File: src/rtl/draw_source_scheduler.sv
// -----------------------------------------------------------------------------
// draw_source_scheduler
//
// Per-frame sequencer for the shared frame-manager write bus. On every accepted
// frame_start the bus is granted, one after the other, to each enabled draw
// source in ascending ID order (painter's order: later sources overwrite
// earlier ones). A watchdog skips any source that never starts drawing or
// never finishes. After the last index a buffer swap is requested, and
// frame_done pulses once the swap is acknowledged.
//
// Ports:
//   clk              in   system clock, rising edge
//   resetN           in   asynchronous active-low reset
//   frame_start      in   single-cycle pulse, starts a frame schedule
//   source_enable    in   per-source enable, latched when a frame is accepted
//   write_active     in   shared bus line driven by the selected source
//   swap_ack         in   frame manager accepted the buffer swap
//   err_clear        in   clears timeout_err and overrun
//   write_source_sel out  ID of the source owning the bus
//   write_awaited    out  draw request to the selected source
//   swap_req         out  buffer swap request (level)
//   frame_done       out  one-cycle pulse when the frame is complete
//   busy             out  high whenever the scheduler is not idle
//   timeout_err      out  sticky per-source watchdog error
//   overrun          out  sticky, frame_start arrived while busy
// -----------------------------------------------------------------------------
module draw_source_scheduler #(
    parameter int NUM_SOURCES      = 4,
    parameter int SOURCE_SEL_ADDRW = 2,
    parameter int START_TIMEOUT    = 16,
    parameter int RUN_TIMEOUT      = 524288,
    parameter int CNT_W            = 20
) (
    input  logic                        clk,
    input  logic                        resetN,
    input  logic                        frame_start,
    input  logic [NUM_SOURCES-1:0]      source_enable,
    input  logic                        write_active,
    input  logic                        swap_ack,
    input  logic                        err_clear,
    output logic [SOURCE_SEL_ADDRW-1:0] write_source_sel,
    output logic                        write_awaited,
    output logic                        swap_req,
    output logic                        frame_done,
    output logic                        busy,
    output logic [NUM_SOURCES-1:0]      timeout_err,
    output logic                        overrun
);

    localparam logic [2:0] ST_IDLE    = 3'd0;
    localparam logic [2:0] ST_SELECT  = 3'd1;
    localparam logic [2:0] ST_GRANT   = 3'd2;
    localparam logic [2:0] ST_RUN     = 3'd3;
    localparam logic [2:0] ST_ADVANCE = 3'd4;
    localparam logic [2:0] ST_SWAP    = 3'd5;

    localparam logic [SOURCE_SEL_ADDRW-1:0] LAST_IDX   = SOURCE_SEL_ADDRW'(NUM_SOURCES - 1);
    localparam logic [CNT_W-1:0]            START_LAST = CNT_W'(START_TIMEOUT - 1);
    localparam logic [CNT_W-1:0]            RUN_LAST   = CNT_W'(RUN_TIMEOUT - 1);

    logic [2:0]                  state_r;
    logic [SOURCE_SEL_ADDRW-1:0] idx_r;
    logic [CNT_W-1:0]            cnt_r;
    logic [NUM_SOURCES-1:0]      en_q_r;
    logic                        start_q_r;

    logic [2:0]                  state_s;
    logic [SOURCE_SEL_ADDRW-1:0] idx_s;
    logic [CNT_W-1:0]            cnt_s;
    logic [SOURCE_SEL_ADDRW-1:0] sel_s;
    logic                        awaited_s;
    logic                        swap_s;
    logic                        done_s;
    logic [NUM_SOURCES-1:0]      tmo_set_s;
    logic                        active_s;
    logic                        accept_s;
    logic                        overrun_evt_s;

    // Only a solid 1 counts as drawing; a floating or unknown bus line is idle.
    assign active_s = (write_active === 1'b1);

    // A start is accepted only when idle and no start is already pending; any
    // other start pulse is an overrun and never disturbs the running schedule.
    assign accept_s      = frame_start & ~busy & ~start_q_r;
    assign overrun_evt_s = frame_start & (busy | start_q_r);

    // Next-state and next-output computation for the scheduling FSM.
    always_comb begin
        state_s   = state_r;
        idx_s     = idx_r;
        cnt_s     = cnt_r;
        sel_s     = write_source_sel;
        awaited_s = write_awaited;
        swap_s    = swap_req;
        done_s    = 1'b0;
        tmo_set_s = '0;
        case (state_r)
            ST_IDLE: begin
                if (start_q_r) begin
                    idx_s   = '0;
                    state_s = ST_SELECT;
                end else begin
                    state_s = ST_IDLE;
                end
            end
            ST_SELECT: begin
                // The bus owner only changes here, never while a source draws.
                if (en_q_r[idx_r]) begin
                    sel_s     = idx_r;
                    awaited_s = 1'b1;
                    cnt_s     = '0;
                    state_s   = ST_GRANT;
                end else begin
                    state_s   = ST_ADVANCE;
                end
            end
            ST_GRANT: begin
                if (active_s) begin
                    awaited_s = 1'b0;
                    cnt_s     = '0;
                    state_s   = ST_RUN;
                end else if (cnt_r == START_LAST) begin
                    awaited_s        = 1'b0;
                    tmo_set_s[idx_r] = 1'b1;
                    state_s          = ST_ADVANCE;
                end else begin
                    cnt_s = cnt_r + CNT_W'(1);
                end
            end
            ST_RUN: begin
                // write_awaited stays low so a finished source does not restart.
                if (!active_s) begin
                    state_s = ST_ADVANCE;
                end else if (cnt_r == RUN_LAST) begin
                    tmo_set_s[idx_r] = 1'b1;
                    state_s          = ST_ADVANCE;
                end else begin
                    cnt_s = cnt_r + CNT_W'(1);
                end
            end
            ST_ADVANCE: begin
                if (idx_r == LAST_IDX) begin
                    swap_s  = 1'b1;
                    state_s = ST_SWAP;
                end else begin
                    idx_s   = idx_r + SOURCE_SEL_ADDRW'(1);
                    state_s = ST_SELECT;
                end
            end
            ST_SWAP: begin
                if (swap_ack == 1'b1) begin
                    swap_s  = 1'b0;
                    done_s  = 1'b1;
                    state_s = ST_IDLE;
                end else begin
                    swap_s  = 1'b1;
                end
            end
            default: begin
                awaited_s = 1'b0;
                swap_s    = 1'b0;
                state_s   = ST_IDLE;
            end
        endcase
    end

    // State, counters and all registered outputs.
    always_ff @(posedge clk or negedge resetN) begin
        if (!resetN) begin
            state_r          <= ST_IDLE;
            idx_r            <= '0;
            cnt_r            <= '0;
            en_q_r           <= '0;
            start_q_r        <= 1'b0;
            write_source_sel <= '0;
            write_awaited    <= 1'b0;
            swap_req         <= 1'b0;
            frame_done       <= 1'b0;
            busy             <= 1'b0;
            timeout_err      <= '0;
            overrun          <= 1'b0;
        end else begin
            state_r          <= state_s;
            idx_r            <= idx_s;
            cnt_r            <= cnt_s;
            start_q_r        <= accept_s;
            write_source_sel <= sel_s;
            write_awaited    <= awaited_s;
            swap_req         <= swap_s;
            frame_done       <= done_s;
            busy             <= (state_s != ST_IDLE);
            if (accept_s) begin
                en_q_r <= source_enable;
            end else begin
                en_q_r <= en_q_r;
            end
            // Clearing wins over a same-cycle error event.
            if (err_clear) begin
                timeout_err <= '0;
                overrun     <= 1'b0;
            end else begin
                timeout_err <= timeout_err | tmo_set_s;
                overrun     <= overrun | overrun_evt_s;
            end
        end
    end

endmodule
File: config.mk
export PLATFORM = sky130hd
export DESIGN_NAME = draw_source_scheduler
export DESIGN_NICKNAME = d
export VERILOG_FILES = /design/src/rtl/draw_source_scheduler.sv
export SDC_FILE = /design/constraint.sdc
export NUM_CORES = 1
export LEC_CHECK = 0
export BUFFER_PORTS_ARGS = -buffer_cell sky130_fd_sc_hd__buf_2
export CAP_MARGIN = 20
export CELL_PAD_IN_SITES_DETAIL_PLACEMENT = 0
export CELL_PAD_IN_SITES_GLOBAL_PLACEMENT = 2
export CORE_ASPECT_RATIO = 1.5
export CORE_MARGIN = 2
export CORE_UTILIZATION = 40
export DETAILED_ROUTE_END_ITERATION = 16
export MAX_ROUTING_LAYER = met4
export PLACE_DENSITY = 0.86
export SLEW_MARGIN = 20
export SYNTH_ARGS = -nofsm -noshare
export SYNTH_HDL_FRONTEND = slang
export SYNTH_SLANG_ARGS = --single-unit
File: constraint.sdc
create_clock -name clk -period 5.2 [get_ports clk]
set_input_delay 0.26 -clock clk [delete_from_list [all_inputs] [get_ports clk]]
set_output_delay 0.26 -clock clk [all_outputs]
set_load 0.05 [all_outputs]
==> impl_metrics.csv, run 1 <==
group,metric,value,unit
finish,final_area,2629,um2
finish,instances_no_fill,343,
detailed_routing,dr.first_iter.drc_count,79,
power_and_ir_drop,p_per_area,435.9,nW/um2
logic_synthesis,synth_ff_type,"dfrtp_1",
timing,slew_headroom,0.3746,
timing,min_period,2.928,ns
worst_hold_path,hold_class,"input pin to asynchronous set/reset pin",
clock_network,cts_resized,0,
finish,drive_gt1_frac,0.1513,
run_status,status,"finished, final reports clean",
finish,fin_nets,285,
clock_network,clock_latency,0.30,ns
worst_setup_path,regToRegEndpoint,"busy",
grt,grt_pass1_wl,10380,um
placed_design,place_area,2514,um2
logic_synthesis,ys_seq_area_frac,0.4350,
clock_network,cts_buffer_depth,2,
clock_network,clkSlewWorstSetupHoldPaths,0.08,ns
flow_run,max_cap_viol_count,0,
detailed_routing,avgRoutedWirePerCell,17.63,um
grt,grt.total_usage,0.2146,
die,initial_core_util,0.4107,
timing,slew_viol_final,0,
detailed_routing,totalWireLength,6047,um
timing,rsz0062_at_grt,"no",
die,num_io_pins,21,
clock_network,cts_setup_buffers,0,
clock_network,holdBufCountCts,0,
logic_synthesis,synth_seq_cells,41,
detailed_routing,vias_per_cell,5.869,
detailed_routing,vias,2013,
clock_network,cts-root-buf,"clkbuf_8",
grt,grt_max_degree,42,
worst_setup_path,crit_type,"register to register",
logic_synthesis,syn_nets,268,
die,dieHeight,98.05,um
clock_network,cts.sinks,41,
grt,grt_pass1_vias,2097,
logic_synthesis,yosys.cell_types.count,47,
logic_synthesis,synth_area,2359,um2
clock_network,cts-buffers-inserted,5,
logic_synthesis,synthArstFlopShare,1.000,
die,rows,34,
grt,antenna_found_initial,0,
finish,final_core_util,0.4577,
logic_synthesis,synth_warnings,0,
die,die-area,6539,um2
placed_design,post-place-ws,2.289,ns
power_and_ir_drop,peakVddDrop,170.7,uV
finish,areaGrowthSynthToFinish,11.46,%
timing,whs,0.09771,ns
worst_setup_path,path_max_fanout,27,
worst_setup_path,rr_worst_depth,6,
detailed_routing,ant_nets,0,
grt,overflow,0,
logic_synthesis,synth_edf_count,0,
power_and_ir_drop,leakage,1.061,nW
detailed_routing,drc,0,
placed_design,portBuffers,20,
power_and_ir_drop,p_total,1.146,mW
detailed_routing,dr.pass1.iters,4,
worst_setup_path,crit_required,5.37,ns
timing,setup_ws,2.272,ns
worst_setup_path,timing.rr.start,"cnt_r[0]",
timing,period_share,0.5632,
logic_synthesis,synthCells,253,
finish,n_fill_cell,588,
timing,setup_tns,0,ns
finish,antenna_cells,0,
die,fp.coreArea,5743,um2
placed_design,dp.cells,335,
die,die_w,66.70,um
finish,seqCellArea,1026,um2
worst_setup_path,critPathArrivalTime,3.10,ns
clock_network,htreeDepth,2,
placed_design,place_hpwl,4474,um
worst_setup_path,crit_path_end_kind,"register",
clock_network,cts_tree,"yes",
finish,multi_input_area,1219,um2
worst_setup_path,rrSetupSlack,2.27,ns
worst_setup_path,start_kind,"register",
placed_design,gp_congestion,0.8063,
logic_synthesis,synth.avg_cell_area,9.322,um2
timing,timing.fmax,0.3415,GHz
timing,worst_slew_pin_slew,0.9381,ns
timing,finalSetupViolCount,0,
timing,hold_viol,0,
timing,clock-skew-final,0.006278,ns
layout make-up:
type / instances / area share
timing repair buffer: 22 / 0.04379
inverter: 17 / 0.02427
tap: 72 / 0.03427
sequential: 41 / 0.3903
clock inverter: 3 / 0.01761
multi-input combinational: 183 / 0.4636
clock buffer: 5 / 0.02618
cells in the mapped netlist, types with 6 or more instances:
library cell / number / area share
dfrtp_1: 41 / 0.44
nand2_1: 29 / 0.046
a21oi_1: 18 / 0.038
inv_1: 16 / 0.025
nand3_1: 14 / 0.030
o21ai_0: 13 / 0.028
o211ai_1: 12 / 0.038
clkbuf_1: 8 / 0.013
nand4_1: 6 / 0.016
nor2_1: 6 / 0.0095
nor3_1: 6 / 0.013
or4_1: 6 / 0.019
placed cells by master, fill, tap and decap left out, types with 2 or more instances in the layout:
cell type	netlist	final
a2111o_1	5	5
a21oi_1	18	18
a22o_1	2	2
a31oi_1	5	5
and3_1	3	3
and4_1	2	2
buf_2	4	20
buf_4	0	2
clkbuf_8	0	5
dfrtp_1	41	41
ha_1	5	5
inv_1	16	16
mux2_2	5	5
mux2i_1	4	4
nand2_1	29	29
nand2b_1	5	5
nand3_1	14	14
nand4_1	6	6
nand4b_1	2	2
nor2_1	6	6
nor2b_1	3	3
nor3_1	6	6
nor3b_1	3	3
nor4_1	3	3
o2111ai_1	2	2
o211ai_1	12	12
o21ai_0	13	13
o21ai_4	2	2
o31ai_1	3	3
or3_1	3	3
or4_1	6	6
routing by layer:
layer / global-route usage / share of wire
met1: 0.2329 / 0.39
met2: 0.3831 / 0.56
met3: 0.02995 / 0.023
met4: 0.08320 / 0.028
met5: - / 0
worst max-delay path: stages, from the launching register on:
cell	delay (ns)
dfrtp_1	0.40
ha_1	0.24
nand3_2	0.13
or4_1	0.71
o21ai_4	0.66
o21ai_4	0.17
or4b_1	0.49
cell families (layout without fill, tap and decap cells):
group                      Yosys count  after routing  share of synthesized area
AOI/OAI and AO/OA                   70             70                     0.2106
and+or+nand+nor                     98             98                     0.2292
buffers and inverters               29             47                    0.04828
muxes                               10             10                    0.05040
adders and majority gates            5              5                    0.02653
DFF                                 41             41                     0.4350
registers in the layout, indices dropped and copies added, names as in the netlist:
signal            count
cnt_r                20
en_q_r                4
timeout_err           4
state_r               3
idx_r                 2
write_source_sel      2
busy                  1
frame_done            1
overrun               1
start_q_r             1
swap_req              1
write_awaited         1
worst max-delay path by stage:
stage             start  slack (ns)  depth (start not counted)   end
6_report       cnt_r[0]        2.27                          6  busy
5_1_grt        cnt_r[0]        2.07                          6  busy
4_1_cts        cnt_r[0]        2.27                          6  busy
3_5_place_dp   cnt_r[0]        2.29                          6  busy
3_3_place_gp   cnt_r[0]        2.35                          6  busy
2_1_floorplan  cnt_r[0]        2.92                          7  busy
power by group:
part           switching [mW]  internal (mW)
clock                   0.121          0.144
sequential             0.0780          0.383
combinational           0.278          0.143
total                   0.476          0.670
No activity file was read; power rests on OpenSTA's default activity.
==> run 2, diff against run 1 <==
--- a/config.mk
+++ b/config.mk
@@ -11,10 +11,10 @@
 export CELL_PAD_IN_SITES_GLOBAL_PLACEMENT = 2
 export CORE_ASPECT_RATIO = 1.5
 export CORE_MARGIN = 2
-export CORE_UTILIZATION = 40
+export CORE_UTILIZATION = 37
 export DETAILED_ROUTE_END_ITERATION = 16
 export MAX_ROUTING_LAYER = met4
-export PLACE_DENSITY = 0.86
+export PLACE_DENSITY = 0.81
 export SLEW_MARGIN = 20
 export SYNTH_ARGS = -nofsm -noshare
 export SYNTH_HDL_FRONTEND = slang
==> constraint.sdc (replaced) <==
create_clock -name clk -period 2.8 [get_ports clk]
set_input_delay 0.14 -clock clk [delete_from_list [all_inputs] [get_ports clk]]
set_output_delay 0.14 -clock clk [all_outputs]
set_load 0.05 [all_outputs]
==> run 2 against run 1 <==
  * The flow now finishes with violations (negative hold slack)
  * First-iteration DRC count rose by 18%
  * Combinational power is 100% higher
  * Clock-buffer cell count unchanged
  * Worst setup slack lost 1.9 ns
  * Cell area increased by 1.4%
  * Largest cell class unchanged
  * Flip-flop and latch count unchanged
  * Critical endpoint unchanged
  * Register-to-register slack worse by 1.9 ns
  * Cell count grew 2.0%
  * Clock skew shrank 0.0022 ns
  * Via count is 0.65% higher
  * Power grew 89%
  * Largest power group is now combinational logic
==> impl_metrics.csv, run 2 (synthesis gave the netlist of run 1 again) <==
group,metric,value,unit
power_and_ir_drop,p_per_area,811.1,nW/um2
detailed_routing,vias,2026,
power_and_ir_drop,p_sw,0.8838,mW
clock_network,cts_tree,"yes",
clock_network,cts_resized,0,
detailed_routing,drc,0,
worst_setup_path,start_kind,"register",
detailed_routing,totalWireLength,6095,um
worst_setup_path,crit_required,2.97,ns
worst_setup_path,crit_family,"simple AND/OR/NAND/NOR gates",
grt,overflow,0,
clock_network,cts-root-buf,"clkbuf_8",
grt,grt_pass1_wl,10490,um
finish,drive_gt1_frac,0.1667,
clock_network,cts_buffer_depth,2,
finish,top_register,"cnt_r",
worst_setup_path,crit_type,"register to register",
die,dieHeight,101.8,um
clock_network,clock_latency,0.29,ns
placed_design,portBuffers,20,
clock_network,holdBufCountCts,0,
clock_network,cts_setup_buffers,0,
timing,clock-skew-final,0.004101,ns
power_and_ir_drop,power_frac_clock,0.216,
flow_run,max_cap_viol_count,0,
finish,final_core_util,0.4316,
finish,fin_nets,291,
die,die_w,69.19,um
die,num_io_pins,21,
run_status,status,"finished, violations left",
timing,hold_viol,16,
worst_setup_path,cpMostUsedCell,"o21ai_4",
finish,reg_top3,"cnt_r (20), en_q_r (4), timeout_err (4)",
detailed_routing,dr.pass1.iters,4,
power_and_ir_drop,peakVddDrop,219.3,uV
worst_setup_path,path_max_fanout,8,
finish,largest_register_ffs,20,
clock_network,cts-buffers-inserted,5,
worst_setup_path,critPathArrivalTime,2.64,ns
power_and_ir_drop,leakage,1.091,nW
clock_network,htreeDepth,2,
die,initial_core_util,0.3820,
grt,grt_pass1_vias,2158,
die,fp.coreArea,6175,um2
die,die-area,7042,um2
timing,whs,-0.01300,ns
placed_design,place_hpwl,4482,um
placed_design,gp_congestion,0.7866,
finish,mostFrequentLayoutCells,"dfrtp_1 (41), nand2_1 (29), buf_2 (20)",
detailed_routing,ant_nets,0,
die,rows,35,
timing,worst_slew_pin_slew,0.9450,ns
finish,n_fill_cell,627,
timing,min_period,2.473,ns
power_and_ir_drop,switching_share,0.4088,
finish,areaGrowthSynthToFinish,13.00,%
run_status,violations,"negative hold slack",
timing,setup_tns,0,ns
clock_network,clkSlewWorstSetupHoldPaths,0.08,ns
timing,period_share,0.8832,
detailed_routing,dr.first_iter.drc_count,93,
power_and_ir_drop,p_int,1.278,mW
timing,timing.fmax,0.4044,GHz
worst_setup_path,crit_path_end_kind,"register",
timing,slew_headroom,0.3700,
finish,layout_commonest_cell,"dfrtp_1",
worst_setup_path,slowest_delay,0.72,ns
worst_setup_path,timing.critical_path.cells,"ha_1 > nand3_2 > or4_1 > o21ai_4 > o21ai_4 > or4b_1",
grt,antenna_found_initial,0,
grt,grt.total_usage,0.1946,
worst_setup_path,crit_slowest_cell,"or4_1",
power_and_ir_drop,seqPwrFrac,0.386,
timing,slew_viol_final,0,
worst_hold_path,hold_class,"input pin to asynchronous set/reset pin",
clock_network,cts.sinks,41,
detailed_routing,avgRoutedWirePerCell,17.41,um
worst_setup_path,cp_num_buf_inv,0,
power_and_ir_drop,pwr-share-comb,0.398,
timing,rsz0062_at_grt,"no",
detailed_routing,vias_per_cell,5.789,
timing,finalSetupViolCount,0,
finish,antenna_cells,0,
grt,grt_max_degree,42,
run 2: changes by cell type in the layout (fill, tap and decap cells not counted), sizes merged:
cell	before	now
clkinvlp	1	0
buf	22	28
run 2: routing by layer:
layer,share of wire,wire length [um],global-route usage
met4,0.019,116,0.07240
met3,0.027,166,0.02886
met5,0,0,-
met2,0.55,3333,0.3617
met1,0.41,2479,0.2081
run 2: worst paths after layout:
path | startpoint | endpoint | slack (ns) | cells past startpoint
setup / recovery | cnt_r[0] | busy | 0.33 | 6
hold / removal | resetN | en_q_r[1] | -0.01 | 1
setup reg to reg | cnt_r[0] | busy | 0.33 | 6
hold reg to reg | write_source_sel[1] | write_source_sel[1] | 0.50 | 1
max in group asynchronous | resetN | cnt_r[15] | 2.22 | 1
min in group clk | err_clear | timeout_err[3] | 0.07 | 2
run 2: metrics by stage:
stage	hold WS (ns)	power, mW	cell area, um2	std cells	setup slack [ns]
after floorplan	-0.1556	1.433	2359	253	0.5182
after global placement	0.3452	1.712	2561	343	0.4139
after detailed placement	0.3459	1.721	2561	343	0.3449
after CTS	0.02690	2.195	2665	350	0.3342
after global routing	0.07142	2.306	2665	350	0.1925
final	-0.01300	2.162	2665	350	0.3271
run 2: power by group through the flow:
| stage | sequential, mW | combinational (mW) | clock [mW] |
|---|---|---|---|
| 3_3_place_gp | 0.846 | 0.866 | 0 |
| 3_5_place_dp | 0.850 | 0.871 | 0 |
| 4_1_cts | 0.839 | 0.873 | 0.484 |
| 5_1_grt | 0.856 | 0.948 | 0.502 |
| 6_report | 0.834 | 0.861 | 0.467 |
| 2_1_floorplan | 0.922 | 0.511 | 0 |
run 2: final cells by class:
type | instances | area (um2) | share of cell area
Clock buffer | 5 | 68.82 | 0.02582
Clock inverter | 2 | 35.03 | 0.01315
Inverter | 17 | 63.81 | 0.02394
Multi-Input combinational cell | 183 | 1219 | 0.4573
Sequential cell | 41 | 1026 | 0.3850
Tap cell | 74 | 92.59 | 0.03474
Timing Repair Buffer | 28 | 160.2 | 0.06009
run 2: worst reg2reg max path: cells and delay by family (launching register included):
| family | cells | cell delay, ns |
|---|---|---|
| compound gates | 2 | 0.36 |
| fa+ha+maj | 1 | 0.24 |
| flops | 1 | 0.40 |
| simple gates | 3 | 1.35 |
